## config.mk

```make
export PLATFORM = sky130hd
export DESIGN_NAME = out_port_bcd_seg
export DESIGN_NICKNAME = d
export VERILOG_FILES = /design/src/rtl/seg_pkg.sv /design/src/rtl/bin2bcd_serial.sv /design/src/rtl/out_port_bcd_seg.sv
export SDC_FILE = /design/constraint.sdc
export NUM_CORES = 1
export LEC_CHECK = 0
export BUFFER_PORTS_ARGS = -buffer_cell sky130_fd_sc_hd__buf_2
export CORE_MARGIN = 2
export CORE_UTILIZATION = 50
export DETAILED_ROUTE_END_ITERATION = 10
export HOLD_SLACK_MARGIN = 0.05
export PLACE_DENSITY = 0.76
export SYNTH_ARGS = -nofsm -noshare
export SYNTH_HDL_FRONTEND = slang
export SYNTH_SLANG_ARGS = --single-unit
```

## constraint.sdc

```tcl
create_clock -name clk -period 2.6 [get_ports clk]
set_input_delay 0.52 -clock clk [delete_from_list [all_inputs] [get_ports clk]]
set_output_delay 0.52 -clock clk [all_outputs]
set_load 0.02 [all_outputs]
```

## src/rtl/seg_pkg.sv

```systemverilog
// Shared types and seven-segment patterns for the output-port BCD display path.
package seg_pkg;

  typedef enum logic [1:0] {StIdle, StLoad, StShift, StStore} state_e;

  // Patterns are gfedcba, active-low (board HEX form).
  localparam logic [6:0] SEG_BLANK = 7'h7F;
  localparam logic [6:0] SEG_0     = 7'h40;
  localparam logic [6:0] SEG_1     = 7'h79;
  localparam logic [6:0] SEG_2     = 7'h24;
  localparam logic [6:0] SEG_3     = 7'h30;
  localparam logic [6:0] SEG_4     = 7'h19;
  localparam logic [6:0] SEG_5     = 7'h12;
  localparam logic [6:0] SEG_6     = 7'h02;
  localparam logic [6:0] SEG_7     = 7'h78;
  localparam logic [6:0] SEG_8     = 7'h00;
  localparam logic [6:0] SEG_9     = 7'h10;

  function automatic logic [6:0] bcd_to_seg(input logic [3:0] nibble, input logic active_low);
    logic [6:0] seg;
    case (nibble)
      4'd0:    seg = SEG_0;
      4'd1:    seg = SEG_1;
      4'd2:    seg = SEG_2;
      4'd3:    seg = SEG_3;
      4'd4:    seg = SEG_4;
      4'd5:    seg = SEG_5;
      4'd6:    seg = SEG_6;
      4'd7:    seg = SEG_7;
      4'd8:    seg = SEG_8;
      4'd9:    seg = SEG_9;
      default: seg = SEG_BLANK;
    endcase
    return active_low ? seg : ~seg;
  endfunction

endpackage

```

## src/rtl/bin2bcd_serial.sv

```systemverilog
// Serial double-dabble: one bit per shift cycle, truncated to DIGITS nibbles with
// a sticky carry recording any bit lost off the top nibble.
module bin2bcd_serial
  import seg_pkg::*;
#(
  parameter int unsigned DATA_W = 32,
  parameter int unsigned DIGITS = 2
) (
  input  logic                  clk,
  input  logic                  reset,
  input  logic                  load,
  input  logic                  shift,
  input  logic [DATA_W-1:0]     bin_in,
  output logic [DIGITS*4-1:0]   bcd,
  output logic                  carry
);

  localparam int unsigned BcdW = DIGITS * 4;

  logic [DATA_W-1:0] bin_q, bin_d;
  logic [BcdW-1:0]   bcd_q, bcd_d, adj;
  logic              carry_q, carry_d;

  always_comb begin
    adj = bcd_q;
    for (int d = 0; d < int'(DIGITS); d++) begin
      if (bcd_q[d*4 +: 4] >= 4'd5) adj[d*4 +: 4] = bcd_q[d*4 +: 4] + 4'd3;
    end
  end

  always_comb begin
    bin_d   = bin_q;
    bcd_d   = bcd_q;
    carry_d = carry_q;
    if (load) begin
      bin_d   = bin_in;
      bcd_d   = '0;
      carry_d = 1'b0;
    end else if (shift) begin
      // A bit leaving the top nibble means the value needs more than DIGITS digits.
      carry_d = carry_q | adj[BcdW-1];
      bcd_d   = {adj[BcdW-2:0], bin_q[DATA_W-1]};
      bin_d   = {bin_q[DATA_W-2:0], 1'b0};
    end
  end

  always_ff @(posedge clk) begin
    if (reset) begin
      bin_q   <= '0;
      bcd_q   <= '0;
      carry_q <= 1'b0;
    end else begin
      bin_q   <= bin_d;
      bcd_q   <= bcd_d;
      carry_q <= carry_d;
    end
  end

  assign bcd   = bcd_q;
  assign carry = carry_q;

endmodule

```

## src/rtl/out_port_bcd_seg.sv

```systemverilog
// Round-robin binary-to-seven-segment display path for NUM_CH output ports.
// Optional feature: define LEADING_ZERO_BLANK_EN to blank leading zero digits.
module out_port_bcd_seg
  import seg_pkg::*;
#(
  parameter int unsigned NUM_CH     = 3,
  parameter int unsigned DATA_W     = 32,
  parameter int unsigned DIGITS     = 2,
  parameter bit          ACTIVE_LOW = 1'b1
) (
  input  logic                       clk,
  input  logic                       reset,
  input  logic                       en,
  input  logic [NUM_CH*DATA_W-1:0]   port_in,
  output logic [NUM_CH*DIGITS*7-1:0] hex_out,
  output logic [NUM_CH-1:0]          ovf,
  output logic                       busy,
  output logic                       update_done
);

  localparam int unsigned ChW   = (NUM_CH > 1) ? $clog2(NUM_CH) : 1;
  localparam int unsigned CntW  = (DATA_W > 1) ? $clog2(DATA_W) : 1;
  localparam int unsigned WordW = DIGITS * 7;
  localparam logic [6:0]  BlankPat = ACTIVE_LOW ? SEG_BLANK : ~SEG_BLANK;

  state_e                     state_q, state_d;
  logic [ChW-1:0]             ch_q, ch_d;
  logic [CntW-1:0]            cnt_q, cnt_d;
  logic [NUM_CH*WordW-1:0]    hex_q, hex_d;
  logic [NUM_CH-1:0]          ovf_q, ovf_d;
  logic                       done_q, done_d;

  logic                       load, shift, carry;
  logic [DATA_W-1:0]          bin_sel;
  logic [DIGITS*4-1:0]        bcd;
  logic [WordW-1:0]           seg_word;
  logic [3:0]                 nib;
`ifdef LEADING_ZERO_BLANK_EN
  logic                       hi_zero;
`endif

  always_comb begin
    bin_sel = '0;
    for (int k = 0; k < int'(NUM_CH); k++) begin
      if (ch_q == ChW'(k)) bin_sel = port_in[k*DATA_W +: DATA_W];
    end
  end

  bin2bcd_serial #(
    .DATA_W(DATA_W),
    .DIGITS(DIGITS)
  ) u_bin2bcd (
    .clk   (clk),
    .reset (reset),
    .load  (load),
    .shift (shift),
    .bin_in(bin_sel),
    .bcd   (bcd),
    .carry (carry)
  );

  // Walk from the top digit down so blanking knows whether everything above is zero.
  always_comb begin
    seg_word = '0;
    nib      = '0;
`ifdef LEADING_ZERO_BLANK_EN
    hi_zero  = 1'b1;
`endif
    for (int d = int'(DIGITS) - 1; d >= 0; d--) begin
      nib = bcd[d*4 +: 4];
      seg_word[d*7 +: 7] = bcd_to_seg(nib, ACTIVE_LOW);
`ifdef LEADING_ZERO_BLANK_EN
      hi_zero = hi_zero & (nib == 4'd0);
      if (hi_zero && d != 0) seg_word[d*7 +: 7] = BlankPat;
`endif
    end
  end

  always_comb begin
    state_d = state_q;
    ch_d    = ch_q;
    cnt_d   = cnt_q;
    hex_d   = hex_q;
    ovf_d   = ovf_q;
    done_d  = 1'b0;
    load    = 1'b0;
    shift   = 1'b0;
    unique case (state_q)
      StIdle: begin
        if (en) state_d = StLoad;
      end
      StLoad: begin
        load    = 1'b1;
        cnt_d   = '0;
        state_d = StShift;
      end
      StShift: begin
        shift = 1'b1;
        cnt_d = cnt_q + CntW'(1);
        if (cnt_q == CntW'(DATA_W - 1)) state_d = StStore;
      end
      StStore: begin
        for (int k = 0; k < int'(NUM_CH); k++) begin
          if (ch_q == ChW'(k)) begin
            hex_d[k*WordW +: WordW] = seg_word;
            ovf_d[k]                = carry;
          end
        end
        if (ch_q == ChW'(NUM_CH - 1)) begin
          ch_d   = '0;
          done_d = 1'b1;
        end else begin
          ch_d = ch_q + ChW'(1);
        end
        state_d = en ? StLoad : StIdle;
      end
      default: state_d = StIdle;
    endcase
  end

  always_ff @(posedge clk) begin
    if (reset) begin
      state_q <= StIdle;
      ch_q    <= '0;
      cnt_q   <= '0;
      hex_q   <= {(NUM_CH*DIGITS){BlankPat}};
      ovf_q   <= '0;
      done_q  <= 1'b0;
    end else begin
      state_q <= state_d;
      ch_q    <= ch_d;
      cnt_q   <= cnt_d;
      hex_q   <= hex_d;
      ovf_q   <= ovf_d;
      done_q  <= done_d;
    end
  end

  assign hex_out     = hex_q;
  assign ovf         = ovf_q;
  assign busy        = (state_q != StIdle);
  assign update_done = done_q;

endmodule

```

# ---- Word-level counts from Yosys, hierarchy flattened
# Memories as Yosys holds them, arrays and structs flattened. A register that Yosys moved wholly into a read port is not among the register bits.
# Index checks and enable logic that the tools add are counted.
dict set report word_totals {
  regBits 96
  mem_bits_ro 224
  inputBits 99
  output_inout_bits 47
  n_memories 2
}
# name depth word_bits read_ports rd_ports_with_merged_regs write_ports line_no
set memory_table {}
lappend memory_table {{(no name shown)} 16 7 1 1 0 seg_pkg.sv:21} ;# case (nibble)
lappend memory_table {{(no name shown)} 16 7 1 1 0 seg_pkg.sv:21}
dict set report op_classes {
  n_addsub 4
  n_lt_le_gt_ge 2
  n_eq_ne 8
  muxes 20
  bitwise_logic 2
  reduce_logical 11
}
# op n
set ops {}
lappend ops {{32-bit 2-to-1 mux} 5}
lappend ops {{4-bit 2-to-1 mux} 6}
lappend ops {{5-bit one-hot mux with 2 select lines} 1}
lappend ops {{4-bit by 2-bit adder with 4-bit output (second input constant)} 2}
lappend ops {{4-bit by 3-bit greater-or-equal comparator with 1-bit output (second input constant)} 2}
lappend ops {{2-bit one-hot mux with 4 select lines} 1}
lappend ops {{2-bit AND reduction} 4}
lappend ops {{2-bit equality test (second input constant)} 3}
lappend ops {{2-bit 2-to-1 mux} 3}
lappend ops {{2-bit nonzero test} 3}
lappend ops {{5-bit by 1-bit adder with 5-bit output (second input constant)} 1}
lappend ops {{5-bit equality test (second input constant)} 1}
lappend ops {{2-bit by 1-bit equality test with 1-bit output (second input constant)} 2}
lappend ops {{2-bit zero test} 2}
lappend ops {{1-bit 2-to-1 mux} 4}
lappend ops {{2-bit != test (second input constant)} 2}
lappend ops {{2-bit OR reduction} 2}
lappend ops {{2-bit by 1-bit adder with 2-bit output (second input constant)} 1}
lappend ops {{1-bit NOT} 1}
lappend ops {{1-bit bitwise OR} 1}

# ---- Logic depth before layout (Yosys ltp)
# Gate-level depths: netlist of run 1.
dict set report logic_depth {
  depth_word 5
  depth_mapped 11
  ltp_nobuf 10
}

# ---- Modules after synthesis
# Synthesis of run 1 repeated with hierarchy kept, for this count alone.
dict set report unflattened {
  cells_unflattened 629
  hier_area_um2 5047.3
}
# module instances cells_per_inst area_each_um2 seq_area_each_um2
set by_module_without_submodules {}
lappend by_module_without_submodules {out_port_bcd_seg 1 386 3079.2 1101.1}
lappend by_module_without_submodules {bin2bcd_serial 1 243 1968.1 820.8}

# ---- Least setup slack after synthesis of run 1
# OpenSTA, ideal clock, no wires.
dict set report synth_path {
  path_type {register -> register}
  from {reg u_bin2bcd.bcd_q[0], in the netlist u_bin2bcd.bcd[0]}
  to {reg, netlist name seg_word[10]}
  setup_ps 95
  t_arrival_ps 2167
  t_required_ps 2505
  slack_ps 338
  path_stages_with_launch 10
  path_buffers 0
  period_less_slack_ps 2262
  cell_sequence {dfxtp_1 inv_1 ha_1 nand2b_1 or3b_4 a311oi_4 inv_1 ha_1 nor2_1 a221oi_1}
}
dict set report synth_via {
  elab_chain_cells 4
  elab_cells_between_ends 5
  classes_between {add/sub: 1; order compare: 1; mux: 3}
}
# element line_no
set synth_rtl {}
lappend synth_rtl {{start, declared} bin2bcd_serial.sv:21} ;# logic [BcdW-1:0] bcd_q, bcd_d, adj;
lappend synth_rtl {{start signal, assigned} bin2bcd_serial.sv:50} ;# bcd_q <= '0;
lappend synth_rtl {{start signal, assigned} bin2bcd_serial.sv:54} ;# bcd_q <= bcd_d;
lappend synth_rtl {{4-bit by 2-bit adder with 4-bit output or 4-bit by 3-bit greater-or-equal comparator with 1-bit output (tied branches)} bin2bcd_serial.sv:27} ;# if (bcd_q[d*4 +: 4] >= 4'd5) adj[d*4 +: 4] = bcd_q[d*4 +: 4] + 4'd3;
lappend synth_rtl {{4-bit 2-to-1 mux *} bin2bcd_serial.sv:27}
lappend synth_rtl {{4-bit 2-to-1 mux (no line) * (2 in a row)} -}
# Mark *: on every way between the ends. The rest lies on a longest branch, timed or not.
# A chain may end at the register's enable or synchronous reset.

# ---- Worst setup path after layout of run 1
dict set report layout_path {
  from {reg u_bin2bcd.bcd_q[0], in the netlist u_bin2bcd.bcd[0]}
  to {reg, netlist name seg_word[10]}
}
dict set report layout_via {
  elab_chain_cells 4
  elab_cells_between_ends 5
  classes_between {add/sub: 1; order compare: 1; mux: 3}
}
# element line_no
set layout_rtl {}
lappend layout_rtl {{4-bit by 2-bit adder with 4-bit output or 4-bit by 3-bit greater-or-equal comparator with 1-bit output (tied branches)} bin2bcd_serial.sv:27}
lappend layout_rtl {{4-bit 2-to-1 mux *} bin2bcd_serial.sv:27}
lappend layout_rtl {{4-bit 2-to-1 mux (no line) * (2 in a row)} -}
# Marks and branches as above.

==> summary.txt, run 1 <==
Fill count = 968
WL final = 12700 µm
Worst Tran Pin Value = 1.22 ns
DP HPWL = 9000 µm
Antenna cell count = 0
Max IR drop VDD = 0.000592 V
Synthesis Warnings = 0
Global Route Usage Sum = 0.208
Pwr dens = 766 nW/µm²
DRT antenna net count = 0
Adder-cell share of the synthesized area = 0.0475
TNS Setup = 0 ns
I/O Pins = 146
Clock-pin slew on the worst setup and hold paths = 0.12 ns
Critical Path Source Type = flop
Total CTS buffers = 9
Relative slew slack = 0.182
Clock sinks = 110
Post-synth top cells = dfxtp_1 (110), nand2_1 (107), o211ai_1 (62), a21oi_1 (44)
Wire per inst = 14.0 µm
Most frequent cell after synthesis = dfxtp_1
Multiplexer area fraction after synthesis = 0.0708
Clk_lat worst skew = 0.39 ns
Layout area overhead = 18.0%
Synthesized area = 5530 µm²
Unrepaired setup endpoints after global routing = yes
Peak Freq = 0.409 GHz
Die Wd = 109 µm
Worst Path Required = 2.89 ns
Grt total ovfl = 0
Drt pass-1 iters = 5
Sequential area share after synthesis = 0.398
Placer Congestion = 0.960
Synth top area share = 0.398
Synth Flop Type = dfxtp_1
Ratio of cells with drive above 1 in the final layout = 0.254
Simple-gate portion of the synthesized area = 0.215
Nets = 880
CTS tree = built
Post-synth ARST share = 0
Area leader, netlist = dfxtp_1
Post-CTS Setup Bufs = 0
Max Buffers Root-to-Sink = 2
Main combinational cell family by area after synthesis = simple AND/OR/NAND/NOR gates
Detailed-route via count = 4882
H-tree levels = 3
Vias in the first global route = 4321
Final hold vios = 0
Number of synthesized flops with an enable pin = 0
Root buffer cell = clkbuf_8
Port Buf Inserts = 145
#FFs+latches synth = 110
Placed Area = 6310 µm²
FF-to-FF path depth = 9
Critical Path End Type = flop
Crit path DAT = 2.73 ns
Worst-path fanout max = 5
Critical Setup Path Class = flop to flop
Hold crit path type = flop to flop
Initial Utilization = 0.510
Hold depth = 2
Standard-cell rows = 38
Fin. max-slew vios = 0
Storage cell area = 2210 µm²
Synth Area in Compound Gates = 0.215
Setup-failing EPs final = 0
Die H = 109 µm
Post-Synth XOR/XNOR Area = 0.00317
First-pass GRT wire length = 20000 µm
Period utilization = 0.940
Final min period = 2.44 ns
DRC viols = 0
Area used by multi-input combinational logic = 3080 µm²
Die area = 11900 µm²
CORE AREA = 10800 µm²
Mapped Nets = 765
Top post-synthesis cells by area = dfxtp_1 (40%), o211ai_1 (8.4%), nand2_1 (7.3%), mux2i_1 (6.9%), ha_1 (4.8%)
Max-cap violations = 0
Antenna violations before repair = 0
Post-DR vias/cell = 5.39
Finished Cell Area = 6530 µm²
Clock Skews = 0.0160 ns
Synth Instances = 645
Status = complete, no violations
Syn_area_per_cell = 8.58 µm²
Largest net degree at the start of global routing = 88
Leakage = 2.50 nW
Unique masters post-synth = 49
Initial DRC count = 366
state kept, by name, summed over array words and instances (netlist names):
name / flops
ch_q: 2
cnt_q: 5
hex_out: 42
ovf: 3
seg_word: 14
state_q: 2
u_bin2bcd.bcd: 8
u_bin2bcd.bin_q: 32
u_bin2bcd.carry: 1
update_done: 1
report_power, final:
group	switching [mW]	total (mW)	internal, mW
Combinational	1.08	1.86	0.782
Sequential	0.161	2.12	1.96
Clock	0.639	1.02	0.379
layout make-up:
class,count,area share
well taps,140,0.0268
clock buffers,9,0.0190
repair buffers,156,0.124
clock inverters,7,0.0115
multi-input cells,466,0.471
inverters,17,0.00977
flip-flops and latches,110,0.338
path summary, 6_finish.rpt:
| path | start | end | slack (ns) |
|---|---|---|---|
| worst max-delay path | u_bin2bcd.bcd[0] | seg_word[10] | 0.16 |
| worst min-delay path | ovf[1] | ovf[1] | 0.47 |
| worst max register to register | u_bin2bcd.bcd[0] | seg_word[10] | 0.16 |
| worst min register to register | ovf[1] | ovf[1] | 0.47 |
through the flow:
step	power, mW	hold WS (ns)	setup WS (ns)	util	cells
after floorplan	3.58	0.450	0.338	-	645
after global placement	3.94	0.443	0.258	0.583	889
after detailed placement	4.01	0.455	0.114	0.583	889
after CTS	5.04	0.477	0.0735	0.601	905
after global routing	5.37	0.496	-0.0215	0.602	905
final	5.00	0.474	0.157	0.602	905
routing by layer:
layer	part of all wire	up-vias	global-route usage
li1	-	2496	-
met1	0.46	2269	0.278
met2	0.49	103	0.344
met3	0.040	14	0.0377
met4	0.0098	0	0.0579
met5	0	-	0
cells by family (layout without fill, tap and decap cells):
group	after synthesis	after routing
AO/OA/AOI/OAI	167	167
multiplexers	39	39
adder cells (fa/ha/maj)	21	21
AND/OR/NAND/NOR	237	237
flip-flops	110	110
XOR/XNOR	2	2
buffers and inverters	69	189
cell usage in the layout, fill, tap and decap left out, types with 3 or more instances in the layout:
cell type and instances:
nor2_1 22, nor2b_1 15, nand2_1 107, mux2i_1 38
a211o_1 14, nand3_1 10, clkbuf_8 9, ha_1 19
o21ai_0 9, a21oi_1 44, a31oi_1 3, and2_1 3
a2bb2oi_1 3, o21ai_1 3, nand3b_1 29, a22oi_1 5
buf_4 11, nor3_1 3, inv_1 15, a221oi_1 4
nand2b_1 38, o211ai_1 62, buf_2 145, dfxtp_2 3
dfxtp_1 107
repair_timing:
| action | CTS | global route |
|---|---|---|
| hold buffers | 0 | 0 |
| setup endpoints to repair | 0 | 7 |
| gates resized for setup | 0 | 5 |
critical path: stages, from the launching register on:
cell,delay (ns)
dfxtp_2,0.38
inv_1,0.07
ha_1,0.22
nand2b_1,0.16
or3b_4,0.42
a311oi_4,0.34
inv_1,0.14
ha_1,0.32
nor2_1,0.05
a221oi_1,0.25
(Power assumes the default switching activity.)
==> run 2: changes to the inputs <==
- CELL_PAD_IN_SITES_DETAIL_PLACEMENT: unset -> 1
- CELL_PAD_IN_SITES_GLOBAL_PLACEMENT: unset -> 1
- CORE_UTILIZATION: 50 -> 39
- PLACE_DENSITY: 0.76 -> unset
- PLACE_DENSITY_LB_ADDON: unset -> 0.1
==> summary.txt, run 2 (same netlist as run 1, synthesis figures left out) <==
Vias in the first global route = 4955
GR Util met3 = 0.0392
Post-Route Hold Slack = 0.465 ns
Period utilization = 0.940
CTS tree = built
DRT antenna net count = 0
Global Route Usage Sum = 0.198
Peak Freq = 0.409 GHz
Clock sinks = 110
Relative slew slack = 0.391
Drt pass-1 iters = 4
Port Buf Inserts = 145
Comb power frac = 0.358
Levels on crit path = 9
Pwr dens = 821 nW/µm²
CORE AREA = 13900 µm²
Most frequent cells in the layout = buf_2 (145), dfxtp_1 (108), nand2_1 (107)
Crit path max-delay cell type = or3b_4
Dpl cells = 930
Max IR drop VDD = 0.00154 V
DP HPWL = 10700 µm
Initial DRC count = 261
Initial Utilization = 0.399
Final min period = 2.44 ns
DRC viols = 0
Hold depth = 2
Hold crit path type = flop to flop
Antenna cell count = 0
Worst-path fanout max = 5
Critical Setup Path Class = flop to flop
Status = complete, no violations
Ratio of cells with drive above 1 in the final layout = 0.260
Layer with the highest usage = met2
Total power = 5.55 mW
Cts hold-fix bufs = 0
Root buffer cell = clkbuf_16
Standard-cell rows = 43
Critical Path End Type = flop
Worst path bufs/invs = 2
Setup-failing EPs final = 0
Post-DR vias/cell = 5.24
Most common cell after layout, fill and taps aside = buf_2
Largest delay share family, worst path = simple AND/OR/NAND/NOR gates
Die area = 15200 µm²
Clock-pin slew on the worst setup and hold paths = 0.08 ns
Final hold vios = 0
Finished Layout Cells = 948
Crit path DAT = 2.70 ns
Critical Path, Cell by Cell = inv_1 -> ha_1 -> nand2b_1 -> or3b_4 -> a311oi_4 -> inv_1 -> ha_1 -> nor2_1 -> a221oi_1
Psw = 1.97 mW
Switching share of power = 0.355
Met1 Usage GRT = 0.254
Placer Congestion = 0.793
H-tree levels = 3
Clock Skews = 0.00985 ns
Clock network power share = 0.256
I/O Pins = 146
Fin. max-slew vios = 0
Layout area overhead = 22.1%
Worst Tran Pin Value = 0.913 ns
Max Buffers Root-to-Sink = 2
Max reg flops = 42
Die H = 123 µm
First-pass GRT wire length = 23900 µm
FF-to-FF path depth = 9
Critical Path Source Type = flop
Antenna violations before repair = 0
Largest net degree at the start of global routing = 88
Die Wd = 123 µm
Flop pwr share = 0.386
Grt total ovfl = 0
Met2 usage = 0.336
Worst Path Required = 2.86 ns
Nets = 884
Leakage = 2.57 nW
WL final = 15100 µm
Worst stage delay on the critical path = 0.43 ns
Internal power = 3.58 mW
Clk_lat worst skew = 0.35 ns
Wire per inst = 15.9 µm
TNS Setup = 0 ns
Detailed-route via count = 4970
Layout Utilization = 0.487
Max-cap violations = 0
Total CTS buffers = 9
## run 2: power groups by stage
stage               clock network, mW  registers [mW]  logic [mW]
floorplan                           0            2.17        1.40
global placement                    0            2.16        1.87
detailed placement                  0            2.17        1.94
CTS                              1.46            2.14        1.95
global route                     1.52            2.18        2.21
finish                           1.42            2.14        1.99
## run 2: final cells by class
cell class	count	area, µm²
Timing Repair Buffer	160	851
Inverter	17	67.6
Fill cell	1703	7120
Multi-Input combinational cell	466	3110
Tap cell	180	225
Sequential cell	110	2200
Clock buffer	10	239
Clock inverter	5	63.8
## run 2: per-layer routing
| metal | up-vias | share of wire |
|---|---|---|
| met5 | - | 0 |
| met3 | 16 | 0.040 |
| met2 | 87 | 0.48 |
| li1 | 2501 | - |
| met1 | 2366 | 0.47 |
| met4 | 0 | 0.014 |
## run 2: worst min-delay path: stages, from the launching register on
cell,delay [ns]
dfxtp_1,0.32
nand2_1,0.05
a21oi_1,0.05
## run 2: final timing paths
path | start | to | slack [ns]
hold reg to reg | ovf[2] | ovf[2] | 0.47
hold / removal | ovf[2] | ovf[2] | 0.47
setup / recovery | u_bin2bcd.bcd[1] | seg_word[10] | 0.16
setup reg to reg | u_bin2bcd.bcd[1] | seg_word[10] | 0.16
## run 2: what timing repair did
item                       4_1_cts  5_1_grt
setup buffers                    0        3
setup endpoints to repair        2        8
pin swaps                        0        1
resized for setup                1        9
## run 2: stage by stage
step	worst slack (ns)	area (µm²)
global route	-0.00531	6760
floorplan	0.338	5530
detailed placement	-0.00765	6380
CTS	0.00114	6690
finish	0.157	6760
global placement	0.239	6380
==> run 3: changes to the inputs <==
- CORE_UTILIZATION: 39 -> 42
- clock period: 2.6 -> 3.06 ns (I/O delays scaled with it)
==> summary.txt, run 3 (same netlist as run 1, synthesis figures left out) <==
Post_cts resized = 0
Detailed-route via count = 5015
Root buffer cell = clkbuf_16
Final hold vios = 0
Fill count = 1562
TNS Setup = 0 ns
Nets = 879
Met3 routed WL = 602 µm
Most frequent cells in the layout = buf_2 (145), dfxtp_1 (109), nand2_1 (107)
Port Buf Inserts = 145
Max reg flops = 42
Layout area overhead = 20.1%
Post-CTS Setup Bufs = 0
Peak Freq = 0.378 GHz
Worst Path Required = 3.28 ns
I/O Pins = 146
Setup-failing EPs final = 0
Placer Congestion = 0.758
Highest metal used = met4
Die Wd = 119 µm
DRT antenna net count = 0
Period utilization = 0.865
Met1 Wirelength = 6920 µm
H-tree levels = 3
FF-to-FF path depth = 10
Critical Path End Type = flop
Initial DRC count = 165
Unrepaired setup endpoints after global routing = no
Pwr dens = 693 nW/µm²
Leakage = 2.54 nW
Post-DR vias/cell = 5.36
Die area = 14100 µm²
Routed wl met2 = 7960 µm
First-pass GRT wire length = 25500 µm
Initial Utilization = 0.435
Cts hold-fix bufs = 0
Clk_lat worst skew = 0.35 ns
Crit path DAT = 2.87 ns
WL final = 15700 µm
Standard-cell rows = 41
CTS tree = built
Ratio of cells with drive above 1 in the final layout = 0.246
DP HPWL = 11000 µm
Die H = 119 µm
Relative slew slack = 0.188
Storage cell area = 2200 µm²
Area used by multi-input combinational logic = 3060 µm²
Worst Tran Pin Value = 1.21 ns
Vias in the first global route = 5159
Max Buffers Root-to-Sink = 2
Wire per inst = 16.8 µm
Largest net degree at the start of global routing = 89
Clock Skews = 0.00973 ns
Hold crit path type = flop to flop
Status = complete, no violations
Drt pass-1 iters = 4
Most common cell after layout, fill and taps aside = buf_2
Final min period = 2.65 ns
Fin. max-slew vios = 0
Max IR drop VDD = 0.000382 V
Hold depth = 2
Critical Setup Path Class = flop to flop
Clock sinks = 110
Crit path max-delay cell type = a31oi_1
Antenna violations before repair = 0
Worst stage delay on the critical path = 0.48 ns
Global Route Usage Sum = 0.220
Total CTS buffers = 9
Worst-path fanout max = 20
Critical Path, Cell by Cell = inv_1 -> ha_1 -> buf_4 -> nor2b_1 -> nand3_1 -> a31oi_1 -> inv_1 -> ha_1 -> mux2i_1 -> a2bb2oi_1
Grt total ovfl = 0
Max-cap violations = 0
Setup WS post-layout = 0.413 ns
Pre-CTS WS = 0.461 ns
CORE AREA = 12700 µm²
Clock-pin slew on the worst setup and hold paths = 0.07 ns
Critical Path Source Type = flop
DRC viols = 0
Antenna cell count = 0
run 3: worst paths after layout:
kind	start	to	slack, ns
max	state_q[0]	seg_word[3]	0.41
min	hex_out[28]	hex_out[28]	0.46
max reg2reg	state_q[0]	seg_word[3]	0.41
min reg2reg	hex_out[28]	hex_out[28]	0.46
run 3: per-layer routing:
metal,global-route usage,vias up
li1,-,2492
met1,0.264,2408
met2,0.401,100
met3,0.0401,15
met4,0.0551,0
met5,0,-
run 3: layout make-up:
class	count	share of cell area
Multi-Input combinational cell	466	0.461
Sequential cell	110	0.332
Timing Repair Buffer	155	0.121
Clock buffer	10	0.0345
Tap cell	172	0.0324
Clock inverter	6	0.0104
Inverter	17	0.00960
run 3: worst max-delay path: cells and delay by family, from the launching register on:
kind / cells / cell delay (ns)
and+or+nand+nor: 2 / 0.40
muxes: 1 / 0.19
buffers and inverters: 3 / 0.59
adders and majority gates: 2 / 0.44
DFF: 1 / 0.34
AOI/OAI and AO/OA: 2 / 0.58
run 3: per-stage QoR:
| step | power [mW] | instance area, µm² | instances | utilization | hold slack, ns |
|---|---|---|---|---|---|
| 2_1_floorplan | 3.04 | 5530 | 645 | - | 0.450 |
| 3_3_place_gp | 3.38 | 6350 | 920 | 0.499 | 0.447 |
| 3_5_place_dp | 3.46 | 6350 | 920 | 0.499 | 0.451 |
| 4_1_cts | 4.66 | 6650 | 936 | 0.522 | 0.467 |
| 5_1_grt | 4.91 | 6650 | 936 | 0.522 | 0.489 |
| 6_report | 4.60 | 6650 | 936 | 0.522 | 0.464 |
run 3: where the power goes:
group,leakage [nW],switching (mW),total [mW],internal [mW]
logic,1.50,0.961,1.61,0.645
clock network,0.149,0.537,1.18,0.643
registers,0.892,0.151,1.82,1.67
total,2.54,1.65,4.60,2.95
